--- src/rtl/cpu_control_unit_if.sv ---
// ---------------------------------------------------------------------------
// cpu_control_unit_if
//   Bundles the control unit's opcode input, run level and every datapath
//   strobe/select it drives, so the control unit and the datapath (or a
//   bench) connect through one port.
//
//   run          run level, only looked at while the sequencer is idle
//   ircu         opcode field of the instruction register
//   a_select     A mux: 0 = external input A, 1 = answer register
//   b_select     B mux: 0 = external input B, 1 = answer register
//   a_load       load register A
//   b_load       load register B
//   ans_load     load the answer register from the ALU
//   ir_load      load the instruction register from the ROM output
//   pc_load      load the PC from the next-address mux
//   jsm          next-address source: 00 increment, 01 IR address, 10 mode
//   select_mode  ALU operation: 00 ADD, 01 SUB, 10 AND, 11 OR
//   halt         high while the sequencer is halted
//   state        current sequencer state (debug)
//
//   master : the control unit (drives strobes, receives run/ircu)
//   slave  : the datapath side
// ---------------------------------------------------------------------------
interface cpu_control_unit_if #(
  parameter int OPW  = 4,
  parameter int SELW = 2
);
  logic            run;
  logic [OPW-1:0]  ircu;
  logic            a_select;
  logic            b_select;
  logic            a_load;
  logic            b_load;
  logic            ans_load;
  logic            ir_load;
  logic            pc_load;
  logic [SELW-1:0] jsm;
  logic [SELW-1:0] select_mode;
  logic            halt;
  logic [2:0]      state;

  modport master (
    input  run, ircu,
    output a_select, b_select, a_load, b_load, ans_load, ir_load, pc_load,
           jsm, select_mode, halt, state
  );

  modport slave (
    output run, ircu,
    input  a_select, b_select, a_load, b_load, ans_load, ir_load, pc_load,
           jsm, select_mode, halt, state
  );
endinterface

--- src/rtl/cpu_control_unit.sv ---
// ---------------------------------------------------------------------------
// cpu_control_unit
//   Moore sequencer for the accumulator-style CPU datapath. Each instruction
//   takes four cycles: FETCH (ROM registers word[PC]), LOAD (IR captures it),
//   DECODE (opcode now valid) and EXEC (one cycle of opcode strobes plus the
//   PC update). Opcode 1111 halts the machine until reset.
//
//   clk    rising-edge clock
//   rst_n  asynchronous active-low reset, returns the sequencer to IDLE
//   bus    cpu_control_unit_if.master: run/ircu in, all datapath strobes,
//          selects, ALU mode, PC source, halt flag and debug state out
// ---------------------------------------------------------------------------
module cpu_control_unit #(
  parameter int OPW  = 4,
  parameter int SELW = 2
) (
  input  logic               clk,
  input  logic               rst_n,
  cpu_control_unit_if.master bus
);

  typedef enum logic [2:0] {
    IDLE   = 3'd0,
    FETCH  = 3'd1,
    LOAD   = 3'd2,
    DECODE = 3'd3,
    EXEC   = 3'd4,
    HALT   = 3'd5
  } state_t;

  localparam logic [OPW-1:0] OP_LDA  = OPW'(1);
  localparam logic [OPW-1:0] OP_LDB  = OPW'(2);
  localparam logic [OPW-1:0] OP_ADD  = OPW'(3);
  localparam logic [OPW-1:0] OP_SUB  = OPW'(4);
  localparam logic [OPW-1:0] OP_AND  = OPW'(5);
  localparam logic [OPW-1:0] OP_OR   = OPW'(6);
  localparam logic [OPW-1:0] OP_MVA  = OPW'(7);
  localparam logic [OPW-1:0] OP_MVB  = OPW'(8);
  localparam logic [OPW-1:0] OP_JMP  = OPW'(9);
  localparam logic [OPW-1:0] OP_JMPM = OPW'(10);
  localparam logic [OPW-1:0] OP_HALT = {OPW{1'b1}};

  localparam logic [SELW-1:0] JSM_IR   = SELW'(1);
  localparam logic [SELW-1:0] JSM_MODE = SELW'(2);

  localparam logic [SELW-1:0] ALU_ADD = SELW'(0);
  localparam logic [SELW-1:0] ALU_SUB = SELW'(1);
  localparam logic [SELW-1:0] ALU_AND = SELW'(2);
  localparam logic [SELW-1:0] ALU_OR  = SELW'(3);

  state_t          state_q;
  state_t          state_d;
  logic            a_select;
  logic            b_select;
  logic            a_load;
  logic            b_load;
  logic            ans_load;
  logic            ir_load;
  logic            pc_load;
  logic [SELW-1:0] jsm;
  logic [SELW-1:0] select_mode;
  logic            halt;

  // NOTE: sequential state uses non-blocking assignments so every flop
  // samples its inputs from before the edge, independent of block order.
  always_ff @(posedge clk or negedge rst_n) begin
    if (!rst_n) begin
      state_q <= IDLE;
    end else begin
      state_q <= state_d;
    end
  end

  // Outputs are decoded from the state register only (plus the opcode in
  // EXEC), so an asynchronous reset silences every strobe immediately.
  always_comb begin
    // NOTE: every output gets a default before the case so that no path
    // leaves a signal unassigned, which would otherwise infer a latch.
    state_d     = state_q;
    a_select    = 1'b0;
    b_select    = 1'b0;
    a_load      = 1'b0;
    b_load      = 1'b0;
    ans_load    = 1'b0;
    ir_load     = 1'b0;
    pc_load     = 1'b0;
    jsm         = '0;
    select_mode = '0;
    halt        = 1'b0;

    case (state_q)
      IDLE: begin
        if (bus.run) state_d = FETCH;
      end
      FETCH: begin
        state_d = LOAD;
      end
      LOAD: begin
        ir_load = 1'b1;
        state_d = DECODE;
      end
      DECODE: begin
        state_d = (bus.ircu == OP_HALT) ? HALT : EXEC;
      end
      EXEC: begin
        pc_load = 1'b1;
        state_d = FETCH;
        case (bus.ircu)
          OP_LDA:  a_load = 1'b1;
          OP_LDB:  b_load = 1'b1;
          OP_ADD:  begin ans_load = 1'b1; select_mode = ALU_ADD; end
          OP_SUB:  begin ans_load = 1'b1; select_mode = ALU_SUB; end
          OP_AND:  begin ans_load = 1'b1; select_mode = ALU_AND; end
          OP_OR:   begin ans_load = 1'b1; select_mode = ALU_OR;  end
          OP_MVA:  begin a_load = 1'b1; a_select = 1'b1; end
          OP_MVB:  begin b_load = 1'b1; b_select = 1'b1; end
          OP_JMP:  jsm = JSM_IR;
          OP_JMPM: jsm = JSM_MODE;
          // NOP and the reserved opcodes only advance the PC.
          default: ;
        endcase
      end
      HALT: begin
        // Terminal: only reset leaves this state.
        halt = 1'b1;
      end
      default: begin
        state_d = IDLE;
      end
    endcase
  end

  assign bus.a_select    = a_select;
  assign bus.b_select    = b_select;
  assign bus.a_load      = a_load;
  assign bus.b_load      = b_load;
  assign bus.ans_load    = ans_load;
  assign bus.ir_load     = ir_load;
  assign bus.pc_load     = pc_load;
  assign bus.jsm         = jsm;
  assign bus.select_mode = select_mode;
  assign bus.halt        = halt;
  assign bus.state       = state_q;

endmodule
--- src/flat_wrapper.sv ---
// flat-port wrapper written by rule: the top's interface ports become plain ports
module cpu_control_unit_flat 
#(
  parameter int OPW  = 4,
  parameter int SELW = 2
)
  (clk, rst_n, bus_run, bus_ircu, bus_a_select, bus_b_select, bus_a_load, bus_b_load, bus_ans_load, bus_ir_load, bus_pc_load, bus_jsm, bus_select_mode, bus_halt, bus_state);
  cpu_control_unit_if #(.OPW(OPW), .SELW(SELW)) bus_i ();
  input  logic clk;
  input  logic rst_n;
  input wire logic [$bits(bus_i.run)-1:0] bus_run;
  input wire logic [$bits(bus_i.ircu)-1:0] bus_ircu;
  output wire logic [$bits(bus_i.a_select)-1:0] bus_a_select;
  output wire logic [$bits(bus_i.b_select)-1:0] bus_b_select;
  output wire logic [$bits(bus_i.a_load)-1:0] bus_a_load;
  output wire logic [$bits(bus_i.b_load)-1:0] bus_b_load;
  output wire logic [$bits(bus_i.ans_load)-1:0] bus_ans_load;
  output wire logic [$bits(bus_i.ir_load)-1:0] bus_ir_load;
  output wire logic [$bits(bus_i.pc_load)-1:0] bus_pc_load;
  output wire logic [$bits(bus_i.jsm)-1:0] bus_jsm;
  output wire logic [$bits(bus_i.select_mode)-1:0] bus_select_mode;
  output wire logic [$bits(bus_i.halt)-1:0] bus_halt;
  output wire logic [$bits(bus_i.state)-1:0] bus_state;
  assign bus_i.run = bus_run;
  assign bus_i.ircu = bus_ircu;
  assign bus_a_select = bus_i.a_select;
  assign bus_b_select = bus_i.b_select;
  assign bus_a_load = bus_i.a_load;
  assign bus_b_load = bus_i.b_load;
  assign bus_ans_load = bus_i.ans_load;
  assign bus_ir_load = bus_i.ir_load;
  assign bus_pc_load = bus_i.pc_load;
  assign bus_jsm = bus_i.jsm;
  assign bus_select_mode = bus_i.select_mode;
  assign bus_halt = bus_i.halt;
  assign bus_state = bus_i.state;
  cpu_control_unit #(.OPW(OPW), .SELW(SELW)) u_core (.clk(clk), .rst_n(rst_n), .bus(bus_i));
endmodule
--- config.mk ---
export PLATFORM = sky130hd
export DESIGN_NAME = cpu_control_unit_flat
export DESIGN_NICKNAME = d
export VERILOG_FILES = /design/src/rtl/cpu_control_unit_if.sv /design/src/rtl/cpu_control_unit.sv /design/src/flat_wrapper.sv
export SDC_FILE = /design/constraint.sdc
export NUM_CORES = 1
export LEC_CHECK = 0
export ABC_AREA = 1
export CAP_MARGIN = 20
export CORE_AREA = 8 8 45 47
export CTS_CLUSTER_SIZE = 40
export DETAILED_ROUTE_END_ITERATION = 6
export DIE_AREA = 0 0 53 55
export GPL_TIMING_DRIVEN = 0
export HOLD_SLACK_MARGIN = 0.12
export PLACE_DENSITY = 0.57
export SLEW_MARGIN = 20
export SYNTH_ARGS = -nofsm -noshare
export SYNTH_HDL_FRONTEND = slang
export SYNTH_SLANG_ARGS = --single-unit
--- constraint.sdc ---
create_clock -name clk -period 1.2 [get_ports clk]
set_input_delay 0.24 -clock clk [delete_from_list [all_inputs] [get_ports clk]]
set_output_delay 0.24 -clock clk [all_outputs]
set_load 0.005 [all_outputs]
# --- After elaboration in Yosys (flattened, before gate mapping) ---
# Cells that the tools add are included.
totals:
  regBits: 3
  latchBits: 0
  ramBits: 0
  romBits: 0
  input_bits: 7
  output_inout_bits: 15
  elab_cells: 44
  n_memories: 0
op_classes:
  addsub: 0
  multipliers: 0
  div_mod_pow: 0
  magnitude_cmp: 0
  eq_ne: 17
  shift: 0
  mux: 20
  bitwise_logic: 1
  reduce_logical: 5
ops:
  columns: ["cell", "n"]
  rows:
  - ["3-bit one-hot mux with 6 select lines", 1]
  - ["4-bit by 3-bit == test with 1-bit output, second input constant", 4]
  - ["4-bit == test, second input constant", 4]
  - ["1-bit two-way mux", 14]
  - ["4-bit by 2-bit == test with 1-bit output, second input constant", 2]
  - ["3-bit by 2-bit == test with 1-bit output, second input constant", 2]
  - ["3-bit == test, second input constant", 2]
  - ["2-bit one-hot mux with 3 select lines", 1]
  - ["4-bit by 1-bit == test with 1-bit output, second input constant", 1]
  - ["2-bit two-way mux", 2]
  - ["2-bit one-hot mux with 2 select lines", 1]
  - ["2-bit OR reduction", 2]
  - ["4-bit OR reduction", 1]
  - ["3-bit by 1-bit == test with 1-bit output, second input constant", 1]
  - ["3-bit logical NOT", 1]
  - ["3-bit two-way mux", 1]
  - ["2-bit != test, second input constant", 1]
  - ["2-bit AND reduction", 1]
  - ["1-bit NOT", 1]

# --- Logic depth before layout (Yosys ltp) ---
# Gate-level depths: netlist (run 1).
depth:
  depth_word: 4
  ltp_mapped: 6
  mapped_depth_nobuf: 6

# --- Worst setup path before layout (run 1) ---
# OpenSTA, ideal clock, no wires.
synth_path:
  path_type: "register to output"
  startpoint: "register u_core.state_q[1], in the netlist u_core.bus.state[1]"
  endpoint: "output port bus_select_mode[1]"
  arrival_time_ps: 915
  path_slack_ps: 45
  path_stages_with_launch: 6
  path_cell_list: "dfrtp_1 inv_1 nand2_4 nor2_8 nand3_2 nor2_2"
synth_between:
  elab_chain_len: 2
synth_lines:
  columns: ["element", "line_no", "text"]
  rows:
  - ["start: declaration", "cpu_control_unit.sv:51", "state_t state_q;"]
  - ["start signal: assignment", "cpu_control_unit.sv:70", "state_q <= state_d;"]
  - ["3-bit == test", "cpu_control_unit.sv:91", "case (state_q)"]
  - ["2-bit two-way mux", "cpu_control_unit.sv:91", null]
  - ["end: declaration", "flat_wrapper.sv:21", "output wire logic [$bits(bus_i.select_mode)-1:0] bus_select_mode;"]
# No other way between the ends.

# --- Worst setup path in the final report (run 1) ---
layout_path:
  startpoint: "register u_core.state_q[1], in the netlist u_core.bus.state[1]"
  endpoint: "output port bus_b_load"
layout_between:
  elab_chain_len: 2
layout_lines:
  columns: ["element", "line_no", "text"]
  rows:
  - ["3-bit == test", "cpu_control_unit.sv:91", null]
  - ["1-bit two-way mux", "cpu_control_unit.sv:91", null]
  - ["end: declaration", "flat_wrapper.sv:16", "output wire logic [$bits(bus_i.b_load)-1:0] bus_b_load;"]
# No other way between the ends.

==> flow_summary.toml, run 1 <==
[sta]
final.min_clock_period_ns = 1.46
clock_skew_ns = 0.00728
slew_headroom_pct = 84.5
setup_slack_ns = -0.261
report.final.slew_viol_count = 0
max_freq_mhz = 684
worst_pin_slew_ns = 0.232
setup_viol = 13
finalCritPeriodShare_pct = 122
finalHoldViolations = 0
rsz0062_at_grt = "yes"

[synthesis]
synthAdderAreaFrac_pct = 0
synth.mux.area_fraction_pct = 0
netlist_top_cells_count = "11 x nand2_1, 6 x nor2_1, 5 x inv_1, 5 x nand3_1, 4 x inv_2"
async_flop_share_pct = 100
yosysTopAreaCellShare_pct = 21.4
syn_area_sq_um = 352
yosys.area_share.xor_xnor_pct = 0
yosys.area.top_type = "dfrtp_1"
syn-instance-count = 51
synth_edf_count = 0
synth_cell_types = 18
syn_avg_cell_area_sq_um = 6.89
yosys.area_share.simple_pct = 62.3
synth_seq_cells = 3
synth_compound_area_share_pct = 6.76
synth.most_common_cell = "nand2_1"
synth.area.top_cells = "dfrtp_1 21%, nand2_1 12%, nand3_1 7.1%"
ys_warn_count = 0
synth_nets = 58
synth_top_family_by_area = "simple AND/OR/NAND/NOR gates"
seq_area_frac_synth_pct = 21.4
synth_top_flop_cell = "dfrtp_1"

[clocking]
clock-sinks = 3
clk_pin_slew_ns = 0.04
cts_max_path_buffers = 2
htreeDepth = 1
cts_tree = "built"
clk_latency_ns = 0.24
cts-root-buf = "clkbuf_4"
cts_made_buffers = 3

[worst_setup_path]
slowest_delay_ns = 0.39
crit_required_ns = 0.96
path_cells = "inv_2 > nand3_4 > buf_6 > a21oi_2 > buf_2"
worstPathArrival_ns = 1.22
reg2reg_to = "u_core.bus.state[0]"
crit_type = "reg2out"
crit_fanout = 6
r2r-start = "u_core.bus.state[0]"
cp-endpoint = "bus_b_load"
startpoint = "u_core.bus.state[1]"
slowest_stage = "dfrtp_1"
r2r_setup_slack_ns = 0.11
cp-start-kind = "flip-flop"
r2r_cells = 8
critical_path.endpoint_type = "output pin"

[grt]
grt_pass1_wl_mm = 1.89
grt_max_degree = 7
grt_overflow_total = 0
track_usage_pct = 8.74
grt_pass1_vias = 469
antenna_found_initial = 0

[route]
drtIter0Drc = 11
route.detailed.drc = 0
routed_wl_mm = 1.19
drtPass1Iterations = 2
via_count = 443
ant_nets = 0
avgViaCountPerCell = 4.34
wire_per_inst_um = 11.7

[placed_design]
dp_hpwl_um = 919
port_buffers = 21
place_area_sq_um = 582
place_congestion = 0.710
dp.cells = 88

[power_and_ir_drop]
power.internal_mw = 0.639
leakage_nw = 0.364
p_comb_share_pct = 65.1
switching_share_pct = 43.4
power_density_mw_per_mm2 = 1740
peakVddDrop_v = 0.000412
p_sw_mw = 0.489
power_frac_clock_pct = 15.8
seq_power_share_pct = 19.2

[finish]
fin_cells = 102
diodes = 0
fin_area_sq_um = 647
fin_nets = 94
area_growth_pct = 84.0
drive_above_1_share_pct = 62.8
fillers = 165
largest_register_ffs = 3

[floorplanning]
start_util_pct = 25.4
core_sq_mm = 0.00138
io_pins = 22
rows = 14
die_y_um = 55
die_width_um = 53
dieArea_sq_mm = 0.00292

[job]
max-cap-violations = 0

[hold_path]
hold_class = "in2async"

[run_status]
violations = "negative setup slack"
status = "complete, but fails checks"
[power groups by stage]
stage / clock [mW] / combinational [mW] / sequential [mW]
2_1_floorplan: 0 / 0.283 / 0.217
3_3_place_gp: 0 / 0.518 / 0.230
3_5_place_dp: 0 / 0.527 / 0.233
4_1_cts: 0.188 / 0.694 / 0.223
5_1_grt: 0.192 / 0.817 / 0.221
6_report: 0.178 / 0.734 / 0.216
[logic make-up (layout without fill, tap and decap cells)]
family,count (synthesis),after routing
buf+inv,9,44
compound gates,4,4
simple gates,35,35
flops,3,3
[layer usage]
metal / global-route usage [%] / share of wire, %
met1: 8.21 / 38
met2: 14.8 / 48
met3: 4.01 / 13
met5: 0 / 0
met4: 6.47 / 0
[critical path: cells and delay by family (launching register included)]
kind | cells | cell delay, ns
simple gates | 1 | 0.13
buf+inv | 3 | 0.38
compound gates | 1 | 0.09
flops | 1 | 0.39
[layout make-up]
type                            count  area [sq um]  share of cell area (%)
Tap cell                           16          20.0                    3.09
Timing Repair Buffer               31           220                    34.0
Multi-Input combinational cell     39           267                    41.2
Sequential cell                     3          77.6                    12.0
Clock buffer                        4          26.3                    4.06
Inverter                            9          36.3                    5.61
[timing repair]
item                                    CTS  global route
hold buffers                              0             0
pin swaps                                 3             4
resized for setup                        67            11
endpoints found under the setup margin   15            14
buffers inserted                          8             2
[cell usage in the layout (no fill, tap or decap), types with 2 or more instances in the layout]
cell	netlist	routed
nand2_1	11	11
clkdlybuf4s50_1	0	2
buf_2	0	11
dlygate4sd2_1	0	2
a21oi_2	1	2
dfrtp_2	0	2
nor2_2	2	5
inv_2	4	4
inv_1	5	4
clkbuf_4	0	3
buf_6	0	4
nand3_2	2	2
buf_4	0	7
nor3_2	2	2
clkbuf_2	0	4
nand2_4	2	2
nor2_1	6	3
nand3_1	5	4
[worst min path at each step]
stage | endpoint | slack (ns)
after global routing | u_core.bus.state[2] | 0.20
after CTS | u_core.bus.state[0] | 0.19
final | u_core.bus.state[0] | 0.20
after detailed placement | u_core.bus.state[0] | 0.44
after global placement | u_core.bus.state[1] | 0.43
after floorplan | u_core.bus.state[0] | -0.06
[through the flow]
step / hold WS, ns / setup TNS, ns / worst slack [ns] / util (%) / power, mW
global route: 0.199 / -3.52 / -0.342 / 46.7 / 1.23
detailed placement: 0.444 / -7.97 / -0.833 / 42.0 / 0.761
global placement: 0.434 / -8.02 / -0.842 / 42.0 / 0.748
finish: 0.196 / -2.64 / -0.261 / 46.7 / 1.13
CTS: 0.189 / -2.99 / -0.316 / 45.7 / 1.11
floorplan: -0.0556 / 0 / 0.0453 / - / 0.500
Power figures use the tool's default switching activity.
==> inputs of run 2 (changes only) <==
--- a/config.mk
+++ b/config.mk
@@ -7,10 +7,10 @@
 export LEC_CHECK = 0
 export ABC_AREA = 1
 export CAP_MARGIN = 20
-export CORE_AREA = 8 8 45 47
+export CORE_AREA = 2 2 39 41
 export CTS_CLUSTER_SIZE = 40
 export DETAILED_ROUTE_END_ITERATION = 6
-export DIE_AREA = 0 0 53 55
+export DIE_AREA = 0 0 41 43
 export GPL_TIMING_DRIVEN = 0
 export HOLD_SLACK_MARGIN = 0.12
 export PLACE_DENSITY = 0.57
==> flow_summary.toml, run 2 (synthesized netlist as in run 1, its figures left out) <==
[worst_setup_path]
slowest_delay_ns = 0.39
worstPathArrival_ns = 1.33
cp-start-kind = "flip-flop"
reg2reg_to = "u_core.bus.state[0]"
path_cells = "inv_2 > nand2_4 > nor2_8 > nand3_2 > buf_6 > nor2_4 > buf_2"
slowest_stage = "dfrtp_1"
r2r-start = "u_core.bus.state[0]"
r2r_cells = 7
critical_path.endpoint_type = "output pin"
crit_type = "reg2out"
crit_required_ns = 0.96
crit_fanout = 3
r2r_setup_slack_ns = 0.19

[route]
via_count = 461
wire_per_inst_um = 11.2
drtIter0Drc = 0
drtPass1Iterations = 1
routed_wl_mm = 1.16
ant_nets = 0
avgViaCountPerCell = 4.48
route.detailed.drc = 0

[job]
max-cap-violations = 0

[grt]
grt_overflow_total = 0
track_usage_pct = 14.9
grt_max_degree = 7
antenna_found_initial = 0
grt_pass1_wl_mm = 1.76
grt_pass1_vias = 464

[finish]
area_growth_pct = 111
drive_above_1_share_pct = 64.4
final_cell_mix = "11 x nand2_1, 10 x buf_2, 9 x buf_6"
largest_register_ffs = 3
fin_cells = 103
fin_nets = 95
fin_area_sq_um = 742
diodes = 0
final_util_pct = 53.6
layout_commonest_cell = "nand2_1"

[clocking]
htreeDepth = 1
clock-sinks = 3
clk_latency_ns = 0.24
cts-root-buf = "clkbuf_4"
hold_buffers = 0
cts_made_buffers = 3
clk_pin_slew_ns = 0.04
cts_max_path_buffers = 2
cts_tree = "built"

[hold_path]
hold_class = "in2async"

[floorplanning]
start_util_pct = 25.4
die_width_um = 41
rows = 14
io_pins = 22
die_y_um = 43
dieArea_sq_mm = 0.00176
core_sq_mm = 0.00138

[sta]
report.final.slew_viol_count = 0
setup_slack_ns = -0.374
max_freq_mhz = 635
final.min_clock_period_ns = 1.57
finalCritPeriodShare_pct = 131
worst_pin_slew_ns = 0.280
clock_skew_ns = 0.00301
finalHoldViolations = 0
rsz0062_at_grt = "yes"
setup_viol = 13
whs_ns = 0.187
slew_headroom_pct = 81.3

[power_and_ir_drop]
leakage_nw = 0.382
power_density_mw_per_mm2 = 1610
peakVddDrop_v = 0.000716

[placed_design]
place_congestion = 0.628
place_area_sq_um = 582
dp.cells = 88
port_buffers = 21
dp_hpwl_um = 747

[run_status]
violations = "negative setup slack"
status = "complete, but fails checks"
-- run 2: worst max path at each step --
stage | startpoint | to | slack, ns | cells past startpoint
after floorplan | u_core.bus.state[1] | bus_select_mode[1] | 0.05 | 5
after global placement | bus_ircu[0] | bus_a_load | -0.85 | 6
after detailed placement | bus_ircu[0] | bus_a_load | -0.81 | 6
after CTS | u_core.bus.state[1] | bus_select_mode[1] | -0.42 | 7
after global routing | u_core.bus.state[1] | bus_select_mode[1] | -0.44 | 7
final | u_core.bus.state[1] | bus_select_mode[1] | -0.37 | 7
-- run 2: area by class of cell --
| cell class | instances | area [sq um] |
|---|---|---|
| fill | 147 | 642 |
| inverter | 9 | 36.3 |
| timing repair buffer | 32 | 265 |
| sequential | 3 | 77.6 |
| multi-input combinational | 39 | 317 |
| tap | 16 | 20.0 |
| clock buffer | 4 | 26.3 |
-- run 2: timing repair --
item	4_1_cts	5_1_grt
resized for setup	78	12
setup endpoints to repair	15	14
pin swaps	6	4
gates cloned	0	0
setup buffers	12	0
-- run 2: through the flow --
| step | setup slack [ns] | setup TNS, ns | power [mW] |
|---|---|---|---|
| CTS | -0.419 | -3.52 | 1.18 |
| finish | -0.374 | -3.05 | 1.19 |
| detailed placement | -0.814 | -7.82 | 0.744 |
| floorplan | 0.0453 | 0 | 0.500 |
| global placement | -0.846 | -7.93 | 0.735 |
| global route | -0.440 | -3.76 | 1.28 |
-- run 2: metal layers --
layer  GRT usage [%]  wire length [um]  share of wire, %
met5               0                 0                 0
met4            8.00                27               2.3
met3            2.09                85               7.3
met2            29.4               673                58
met1            12.5               371                32
-- run 2: report_power, final --
part / internal [mW] / switching, mW
Combinational: 0.380 / 0.413
Sequential: 0.156 / 0.0577
Clock: 0.125 / 0.0609
-- run 2: worst max-delay path: cells and delay by family (launching register included) --
family                 cells  cell delay, ns
buffers and inverters      3            0.36
flip-flops                 1            0.39
AND/OR/NAND/NOR            4            0.34
